--- src/rtl/wb_pkg.sv ---
// Shared encodings and the MEM->WB payload layout for the writeback stage.
package wb_pkg;

  localparam int unsigned DATA_W = 32;

  localparam logic [2:0] LT_LW   = 3'b000;
  localparam logic [2:0] LT_LB   = 3'b001;
  localparam logic [2:0] LT_LBU  = 3'b010;
  localparam logic [2:0] LT_LH   = 3'b011;
  localparam logic [2:0] LT_LHU  = 3'b100;
  localparam logic [2:0] LT_LWL  = 3'b101;
  localparam logic [2:0] LT_LWR  = 3'b110;
  localparam logic [2:0] LT_RSVD = 3'b111;

  localparam logic [1:0] HILO_NONE = 2'b00;
  localparam logic [1:0] HILO_MD   = 2'b01;
  localparam logic [1:0] HILO_MTHI = 2'b10;
  localparam logic [1:0] HILO_MTLO = 2'b11;

  // Everything captured from the memory stage except the (parameter-width) destination.
  typedef struct packed {
    logic              reg_en;
    logic              mem_read;
    logic [2:0]        load_type;
    logic [DATA_W-1:0] alu_result;
    logic [DATA_W-1:0] mem_rdata;
    logic [DATA_W-1:0] rt_data;
    logic [1:0]        hilo_op;
    logic [2*DATA_W-1:0] md_result;
    logic              excp;
  } wb_payload_t;

endpackage

--- src/rtl/wb_load_align.sv ---
// Load data alignment: extracts/extends the addressed bytes and builds LWL/LWR results and strobes.
module wb_load_align
  import wb_pkg::*;
#(
  parameter bit MERGE_MODE = 1'b1
) (
  input  logic [2:0]        load_type,
  input  logic [1:0]        a,
  input  logic [DATA_W-1:0] mem_rdata,
  input  logic [DATA_W-1:0] rt_data,
  output logic [DATA_W-1:0] data,
  output logic [3:0]        wstrb
);

  logic [DATA_W-1:0] fill;
  logic [7:0]        byte_sel;
  logic [15:0]       half_sel;

  always_comb begin
    fill     = MERGE_MODE ? rt_data : 32'h0;
    byte_sel = mem_rdata[7:0];
    case (a)
      2'd0: byte_sel = mem_rdata[7:0];
      2'd1: byte_sel = mem_rdata[15:8];
      2'd2: byte_sel = mem_rdata[23:16];
      2'd3: byte_sel = mem_rdata[31:24];
      default: byte_sel = mem_rdata[7:0];
    endcase
    half_sel = a[1] ? mem_rdata[31:16] : mem_rdata[15:0];
    data     = mem_rdata;
    wstrb    = 4'hF;

    case (load_type)
      LT_LW:  data = mem_rdata;
      LT_LB:  data = {{24{byte_sel[7]}}, byte_sel};
      LT_LBU: data = {24'h0, byte_sel};
      // Odd halfword addresses fault upstream; write zero rather than a torn half.
      LT_LH:  data = a[0] ? 32'h0 : {{16{half_sel[15]}}, half_sel};
      LT_LHU: data = a[0] ? 32'h0 : {16'h0, half_sel};
      LT_LWL: begin
        case (a)
          2'd0: begin data = {mem_rdata[7:0],  fill[23:0]}; wstrb = 4'b1000; end
          2'd1: begin data = {mem_rdata[15:0], fill[15:0]}; wstrb = 4'b1100; end
          2'd2: begin data = {mem_rdata[23:0], fill[7:0]};  wstrb = 4'b1110; end
          default: begin data = mem_rdata; wstrb = 4'b1111; end
        endcase
      end
      LT_LWR: begin
        case (a)
          2'd0: begin data = mem_rdata;                          wstrb = 4'b1111; end
          2'd1: begin data = {fill[31:24], mem_rdata[31:8]};     wstrb = 4'b0111; end
          2'd2: begin data = {fill[31:16], mem_rdata[31:16]};    wstrb = 4'b0011; end
          default: begin data = {fill[31:8], mem_rdata[31:24]};  wstrb = 4'b0001; end
        endcase
      end
      default: begin
        data  = 32'h0;
        wstrb = 4'h0;
      end
    endcase

    // Merged writes always cover the whole word; only the reserved encoding stays dark.
    if (MERGE_MODE && load_type != LT_RSVD) wstrb = 4'hF;
  end

endmodule

--- src/rtl/wb_pipe_stage.sv ---
// MIPS writeback stage: MEM->WB register, load alignment, GPR write port, HI/LO and retire counter.
module wb_pipe_stage
  import wb_pkg::*;
#(
  parameter int unsigned REG_AW     = 6,
  parameter bit          MERGE_MODE = 1'b1,
  parameter int unsigned CNT_W      = 32
) (
  input  logic                clk,
  input  logic                resetn,
  input  logic                ms_valid,
  output logic                ws_allowin,
  input  logic                ms_reg_en,
  input  logic [REG_AW-1:0]   ms_reg_waddr,
  input  logic                ms_mem_read,
  input  logic [2:0]          ms_load_type,
  input  logic [DATA_W-1:0]   ms_alu_result,
  input  logic [DATA_W-1:0]   ms_mem_rdata,
  input  logic [DATA_W-1:0]   ms_rt_data,
  input  logic [1:0]          ms_hilo_op,
  input  logic [2*DATA_W-1:0] ms_md_result,
  input  logic                ms_excp,
  input  logic                wb_stall,
  output logic                ws_valid,
  output logic                rf_we,
  output logic [REG_AW-1:0]   rf_waddr,
  output logic [DATA_W-1:0]   rf_wdata,
  output logic [3:0]          rf_wstrb,
  output logic [DATA_W-1:0]   hi,
  output logic [DATA_W-1:0]   lo,
  output logic [CNT_W-1:0]    retire_cnt
);

  wb_payload_t       ws_q;
  logic [REG_AW-1:0] waddr_q;
  logic              ready_go;
  logic              commit;
  logic [DATA_W-1:0] align_data;
  logic [3:0]        align_wstrb;

  assign ready_go   = ~wb_stall;
  assign ws_allowin = ~ws_valid | ready_go;
  assign commit     = ws_valid & ready_go & ~ws_q.excp;

  // MEM->WB pipeline register.
  always_ff @(posedge clk or negedge resetn) begin
    if (!resetn) begin
      ws_valid <= 1'b0;
      ws_q     <= '0;
      waddr_q  <= '0;
    end else if (ws_allowin) begin
      ws_valid <= ms_valid;
      if (ms_valid) begin
        waddr_q           <= ms_reg_waddr;
        ws_q.reg_en       <= ms_reg_en;
        ws_q.mem_read     <= ms_mem_read;
        ws_q.load_type    <= ms_load_type;
        ws_q.alu_result   <= ms_alu_result;
        ws_q.mem_rdata    <= ms_mem_rdata;
        ws_q.rt_data      <= ms_rt_data;
        ws_q.hilo_op      <= ms_hilo_op;
        ws_q.md_result    <= ms_md_result;
        ws_q.excp         <= ms_excp;
      end
    end
  end

  // Architectural HI/LO and retire count move only on a committing slot.
  always_ff @(posedge clk or negedge resetn) begin
    if (!resetn) begin
      hi         <= '0;
      lo         <= '0;
      retire_cnt <= '0;
    end else if (commit) begin
      retire_cnt <= retire_cnt + CNT_W'(1);
      case (ws_q.hilo_op)
        HILO_MD: begin
          hi <= ws_q.md_result[2*DATA_W-1:DATA_W];
          lo <= ws_q.md_result[DATA_W-1:0];
        end
        HILO_MTHI: hi <= ws_q.alu_result;
        HILO_MTLO: lo <= ws_q.alu_result;
        default: ;
      endcase
    end
  end

  wb_load_align #(
    .MERGE_MODE(MERGE_MODE)
  ) u_align (
    .load_type (ws_q.load_type),
    .a         (ws_q.alu_result[1:0]),
    .mem_rdata (ws_q.mem_rdata),
    .rt_data   (ws_q.rt_data),
    .data      (align_data),
    .wstrb     (align_wstrb)
  );

  // GPR write port is a single-cycle commit pulse; strobes are dark whenever no write happens.
  assign rf_we    = commit & ws_q.reg_en;
  assign rf_waddr = waddr_q;
  assign rf_wdata = ws_q.mem_read ? align_data : ws_q.alu_result;
  assign rf_wstrb = !rf_we ? 4'h0 : (ws_q.mem_read ? align_wstrb : 4'hF);

endmodule

--- config.mk ---
export PLATFORM = sky130hd
export DESIGN_NAME = wb_pipe_stage
export DESIGN_NICKNAME = d
export VERILOG_FILES = /design/src/rtl/wb_pkg.sv /design/src/rtl/wb_load_align.sv /design/src/rtl/wb_pipe_stage.sv
export SDC_FILE = /design/constraint.sdc
export NUM_CORES = 1
export LEC_CHECK = 0
export CORE_MARGIN = 8
export CORE_UTILIZATION = 33
export DETAILED_ROUTE_END_ITERATION = 12
export GPL_TIMING_DRIVEN = 0
export SETUP_SLACK_MARGIN = 0.15
export SLEW_MARGIN = 30
export SYNTH_ARGS = -nofsm -noshare
export SYNTH_HDL_FRONTEND = slang
export SYNTH_HIERARCHICAL = 1
export SYNTH_SLANG_ARGS = --single-unit
--- constraint.sdc ---
create_clock -name clk -period 3.3 [get_ports clk]
set_input_delay 0.99 -clock clk [delete_from_list [all_inputs] [get_ports clk]]
set_output_delay 0.99 -clock clk [all_outputs]
set_load 0.005 [all_outputs]
==> results of run 1 <==
## per-stage QoR
stage | instances | hold WS [ps]
6_report | 2132 | 343
5_1_grt | 2130 | 341
4_1_cts | 2112 | 324
3_5_place_dp | 2025 | 466
3_3_place_gp | 2022 | 467
2_1_floorplan | 1172 | 468
## cells by family (layout without fill, tap and decap cells)
logic type | after synthesis | count (layout) | share of synthesized area [%]
mux | 312 | 312 | 25.2
compound gates | 183 | 183 | 8.95
buf+inv | 103 | 527 | 3.66
xor+xnor | 31 | 31 | 1.99
fa+ha+maj | 4 | 4 | 0.367
flops | 271 | 271 | 49.8
other cells | 0 | 4 | 0
simple gates | 268 | 268 | 10.0
## repair_timing
action / in CTS / in global routing
buffers inserted: 30 / 16
resized for setup: 324 / 79
setup endpoints to repair: 115 / 93
pin swaps: 31 / 29
endpoints found under the hold margin: 0 / 0
## flip-flops by register name, indices dropped and copies added, names as in the netlist
signal	cells
hi	32
ws_valid	1
rf_waddr	6
retire_cnt	32
lo	32
ws_q	168
## per-layer routing
layer	GRT usage, %	wire (um)	vias up	part of all wire, %
li1	-	-	5061	-
met1	27.2	21800	5658	42
met2	34.2	24300	466	47
met3	6.84	4870	73	9.3
met4	5.03	1170	8	2.2
met5	0	63	-	0.12
## synth_stat cells (all sizes together), types with 12 or more instances
cell | number | area share [%]
buf | 53 | 2.3
xnor2 | 20 | 1.3
nor2 | 91 | 2.6
o2111ai | 13 | 1.1
dfrtp | 271 | 50
nand3 | 19 | 0.70
nor3 | 12 | 0.51
o21ai | 22 | 0.84
mux2 | 222 | 18
inv | 21 | 0.58
a21oi | 77 | 2.8
nand4 | 17 | 0.87
nand2 | 71 | 2.0
o211ai | 21 | 1.2
clkbuf | 29 | 0.80
mux2i | 87 | 6.4
## worst paths after layout
check	end	cells past startpoint
setup / recovery	rf_wdata[7]	7
hold / removal	ws_q[105]$_DFFE_PN0P_	1
setup reg to reg	ws_q[110]$_DFFE_PN0P_	6
hold reg to reg	retire_cnt[31]$_DFFE_PN0P_	1
max in group asynchronous	ws_q[131]$_DFFE_PN0P_	3
min in group clk	retire_cnt[31]$_DFFE_PN0P_	1
## cell type report
| class | count | share of cell area [%] |
|---|---|---|
| buffer | 82 | 3.05 |
| antenna | 4 | 0.0498 |
| timing repair buffer | 367 | 18.5 |
| tap | 532 | 3.31 |
| clock inverter | 9 | 0.616 |
| clock buffer | 48 | 5.10 |
| multi-input combinational | 798 | 35.3 |
| inverter | 21 | 0.392 |
| sequential | 271 | 33.7 |
## power by group through the flow
stage	Combinational [mW]	Sequential (mW)	Clock (mW)
finish	4.61	4.72	3.82
global route	4.94	4.81	4.03
CTS	4.45	4.72	3.92
detailed placement	3.97	4.75	0
global placement	3.93	4.75	0
floorplan	1.79	4.55	0
==> flow_summary_export.csv, run 1 <==
group,metric,value,unit
die,row_count,74,
run_status,status,"finished with violations",
die,start_util,33.4,%
timing,setup_tns,-11030,ps
place,io_buffers,318,
die,dieArea,48100,um^2
final_layout,regArea,6790,um^2
global_routing,grt_max_degree,87,
timing,period_needed,3740,ps
yosys,synth_edf_count,0,
clock_network,cts-buffers-inserted,34,
place,placed_area,17600,um^2
clock_network,clkTransAtPathRegs,60,ps
yosys,synth_cell_types,70,
pwr,power_frac_clock,29.1,%
clock_network,clock_latency,520,ps
timing,relSlewSlack,37.6,%
final_layout,final_cell_area,20100,um^2
final_layout,fin_nets,1757,
routing,routedWlPerCell,24.5,um
yosys,synth-seq-cells,271,
critical_path,r2r_slack,840,ps
critical_path,worstSetupPathType,"reg2out",
timing,hold_viol_final,0,
final_layout,layout.cells.most_common,"clkdlybuf4s50_1",
critical_path,slowest_delay,590,ps
final_layout,mostFrequentLayoutCells,"clkdlybuf4s50_1 (279), dfrtp_1 (268), mux2_2 (190), nor2_1 (82), mux2i_1 (77)",
critical_path,cpLargestDelayFamily,"multiplexers",
routing,detail-route-antenna-nets,0,
clock_network,ctsRootBufferMaster,"clkbuf_16",
routing,drc_errors,0,
timing,worst_pin_slew,936,ps
yosys,ys.flop_type,"dfrtp_1",
pwr,powerDensity,654,nW/um^2
die,die_w,219,um
final_layout,final_util,49.2,%
clock_network,cts_tree,"done",
clock_network,clk_path_buf_depth,3,
global_routing,grt-ovfl-total,0,
pwr,swShare,31.2,%
place,pre_cts_slack,-911,ps
clock_network,htree_levels,2,
timing,fin_crit_sh,113,%
pwr,p_leak,8.31,nW
critical_path,slowest_stage,"mux4_2",
timing,fmax,0.267,GHz
timing,rsz0062_at_grt,"yes",
clock_network,holdBufCountCts,0,
place,place_hpwl,39600,um
run,max-cap-violations,0,
final_layout,drive_above_1_share,32.7,%
routing,drt_iter0_drc,807,
timing,fin_ws,-445,ps
critical_path,timing.rr.start,"ws_valid$_DFFE_PN0N_",
final_layout,num-fill-cells,3718,
critical_path,path_cells,"buf_8 -> mux4_2 -> buf_6 -> a222oi_1 -> o221ai_2 -> mux2_4 -> buf_6",
yosys,seq_area_frac_synth,49.8,%
global_routing,grt_usage,21.1,%
critical_path,worstPathMaxFanout,5,
pwr,pwr-share-comb,35.0,%
critical_path,worstPathArrival,2750,ps
global_routing,antenna_found_initial,7,
die,coreArea,40800,um^2
die,io_pins,319,
run_status,violations,"setup timing",
routing,vias_per_cell,5.28,
yosys,synth_nets,1354,
yosys,syn_area,13600,um^2
timing,skew,13.6,ps
pwr,total_power,13.1,mW
timing,slew_viol_final,0,
die,fp.dieH,219,um
global_routing,grt_pass1_wl,76300,um
critical_path,critPathCaptureType,"output port",
critical_path,crit_required,2310,ps
yosys,avgSynthCellArea,11.6,um^2
critical_path,cp-startpoint,"ws_q[132]$_DFFE_PN0P_",
critical_path,cpMostUsedCell,"buf_6",
hold_path,min_path_type,"in2async",
routing,vias,11300,
critical_path,worst-path-buf-inv,3,
routing,dr.pass1.iters,5,
place,gp_congestion,0.946,
pwr,power.internal,9.04,mW
yosys,synth_cells,1172,
final_layout,multi_input_comb_area,7090,um^2
yosys,synth_warnings,6,
pwr,switchingPower,4.10,mW
global_routing,grt_pass1_vias,11600,
final_layout,syn_to_final_growth,47.6,%
routing,finalWirelength,52200,um
timing,setup_viol,32,
yosys,async_reset_ff_share,100,%
pwr,peakVddDrop,346,uV
clock_network,clkSinkCount,271,
pwr,p_seq_share,35.9,%
critical_path,startpoint_type,"register",
No activity file was read; power rests on OpenSTA's default activity.
==> inputs of run 2 (changes only) <==
--- a/config.mk
+++ b/config.mk
@@ -7,10 +7,10 @@
 export LEC_CHECK = 0
 export CORE_MARGIN = 8
 export CORE_UTILIZATION = 33
+export CTS_CLUSTER_SIZE = 28
 export DETAILED_ROUTE_END_ITERATION = 12
 export GPL_TIMING_DRIVEN = 0
 export SETUP_SLACK_MARGIN = 0.15
-export SLEW_MARGIN = 30
 export SYNTH_ARGS = -nofsm -noshare
 export SYNTH_HDL_FRONTEND = slang
 export SYNTH_HIERARCHICAL = 1
==> run 2 against run 1 <==
Against the previous run:
- the run still ends with setup timing left
- sequential power is essentially flat
- count of clock-buffer cells in the layout shrank 4
- combinational power grew 2%
- register-to-register slack lost 140 ps
- clock power shrank 7.6%
==> flow_summary_export.csv, run 2 (same netlist as run 1, synthesis figures left out) <==
group,metric,value,unit
timing,relSlewSlack,27.3,%
timing,setup_viol,32,
clock_network,cts_tree,"done",
die,io_pins,319,
global_routing,grt_max_degree,117,
die,start_util,33.4,%
timing,period_needed,3880,ps
die,dieArea,48100,um^2
critical_path,startpoint_type,"register",
final_layout,num-fill-cells,3693,
final_layout,multi_input_comb_area,7100,um^2
global_routing,grt_usage,21.1,%
critical_path,worstSetupPathType,"reg2out",
place,dp_cells,2024,
run_status,status,"finished with violations",
pwr,p_seq_share,36.5,%
pwr,peakVddDrop,416,uV
final_layout,syn_to_final_growth,48.0,%
critical_path,crit_required,2310,ps
pwr,total_power,12.9,mW
die,coreArea,40800,um^2
clock_network,ctsRootBufferMaster,"clkbuf_16",
final_layout,fin_nets,1763,
pwr,power_frac_clock,27.3,%
routing,vias_per_cell,5.24,
timing,skew,18.5,ps
place,place_hpwl,39500,um
pwr,p_leak,8.33,nW
final_layout,final_cell_area,20200,um^2
clock_network,clkTransAtPathRegs,60,ps
timing,fin_ws,-583,ps
final_layout,layout.cells.most_common,"clkdlybuf4s50_1",
timing,hold_viol_final,0,
pwr,switchingPower,4.13,mW
critical_path,rr_endpoint,"ws_q[30]$_DFFE_PN0P_",
clock_network,clock_latency,590,ps
critical_path,cp-startpoint,"ws_q[132]$_DFFE_PN0P_",
routing,dr.pass1.iters,5,
die,row_count,74,
pwr,pwr-share-comb,36.2,%
clock_network,htree_levels,1,
final_layout,largest_register_ffs,168,
routing,detail-route-antenna-nets,0,
global_routing,antenna_found_initial,10,
clock_network,cts-buffers-inserted,31,
final_layout,drive_above_1_share,32.9,%
die,fp.dieH,219,um
global_routing,grt-ovfl-total,0,
place,gp_congestion,0.946,
final_layout,final_cells,2142,
global_routing,grt_pass1_wl,76700,um
critical_path,timing.rr.start,"ws_valid$_DFFE_PN0N_",
routing,routedWlPerCell,24.6,um
global_routing,grt_pass1_vias,11700,
final_layout,top_register,"ws_q",
critical_path,r2r_slack,700,ps
final_layout,regArea,6790,um^2
clock_network,clk_path_buf_depth,3,
place,placed_area,17500,um^2
routing,drt_iter0_drc,834,
timing,worst_pin_slew,1090,ps
routing,drc_errors,0,
critical_path,ff2ff_path_depth,6,
routing,vias,11200,
final_layout,mostFrequentLayoutCells,"clkdlybuf4s50_1 (279), dfrtp_1 (268), mux2_2 (192), nor2_1 (83), mux2i_1 (75)",
timing,fin_crit_sh,118,%
die,die_w,219,um
critical_path,worstPathMaxFanout,5,
clock_network,holdBufCountCts,0,
timing,slew_viol_final,0,
run_status,violations,"setup timing",
timing,rsz0062_at_grt,"yes",
place,io_buffers,318,
routing,finalWirelength,52700,um
final_layout,final_util,49.4,%
timing,fmax,0.258,GHz
pwr,powerDensity,641,nW/um^2
critical_path,worstPathArrival,2890,ps
run,max-cap-violations,0,
hold_path,min_path_type,"in2async",
clock_network,clkSinkCount,271,
pwr,swShare,31.9,%
critical_path,critPathCaptureType,"output port",
pwr,power.internal,8.81,mW
## run 2: cell count changes in the layout (fill, tap and decap cells not counted), sizes merged, moves of 2 or more
cell | previous run | this run
clkinv | 5 | 8
clkbuf | 81 | 76
dlygate4sd2 | 2 | 5
buf | 133 | 139
clkinvlp | 0 | 2
## run 2: worst max path at each step
stage	end	slack (ps)	cells past startpoint
2_1_floorplan	rf_wdata[25]	450	7
3_3_place_gp	ws_q[18]$_DFFE_PN0P_	-10820	1
3_5_place_dp	rf_wdata[12]	-920	8
4_1_cts	rf_wdata[7]	-640	8
5_1_grt	rf_wdata[7]	-660	8
6_report	rf_wdata[7]	-580	8
## run 2: cell type report
class	count	area share (%)
inverter	21	0.391
antenna	5	0.0620
tap	532	3.30
timing repair buffer	376	19.0
multi-input combinational	798	35.2
buffer	82	3.18
clock inverter	13	0.670
clock buffer	44	4.58
sequential	271	33.6
## run 2: per-stage QoR
stage / TNS [ps] / hold slack [ps] / setup slack [ps]
5_1_grt: -16690 / 384 / -661
3_3_place_gp: -2999360 / 467 / -10820
4_1_cts: -15040 / 344 / -639
3_5_place_dp: -70740 / 466 / -924
2_1_floorplan: 0 / 468 / 449
6_report: -14110 / 356 / -583
## run 2: layer usage
layer	up-vias	share of wire (%)	global-route usage [%]
li1	5063	-	-
met1	5600	42	27.1
met2	454	46	34.3
met3	87	8.7	6.39
met4	10	2.6	5.49
met5	-	0.13	0
## run 2: timing repair
item | CTS | global route
buffers inserted | 40 | 13
gates resized for setup | 317 | 91
pin swaps | 30 | 20
cloned | 1 | 2
endpoints found under the setup margin | 37 | 38
## run 2: power by group through the flow
stage          logic [mW]  clock network (mW)  registers, mW
6_report             4.68                3.53           4.72
4_1_cts              4.48                3.63           4.72
5_1_grt              5.01                3.75           4.82
3_5_place_dp         3.96                   0           4.74
3_3_place_gp         3.93                   0           4.75
2_1_floorplan        1.79                   0           4.55
## run 2: worst max-delay path, cell delays in order, from the launching register on
cell and delay [ps]:
dfrtp_2 400, buf_8 140, mux4_2 590, buf_6 160, buf_6 110, a222oi_1 320
o221ai_2 200, mux2_4 290, buf_6 120
==> inputs of run 3 (changes only) <==
--- a/config.mk
+++ b/config.mk
@@ -5,6 +5,7 @@
 export SDC_FILE = /design/constraint.sdc
 export NUM_CORES = 1
 export LEC_CHECK = 0
+export CAP_MARGIN = 10
 export CORE_MARGIN = 8
 export CORE_UTILIZATION = 33
 export CTS_CLUSTER_SIZE = 28
==> results of run 3 <==
Same layout as run 2: the final DEF is identical, and so are final timing and power.
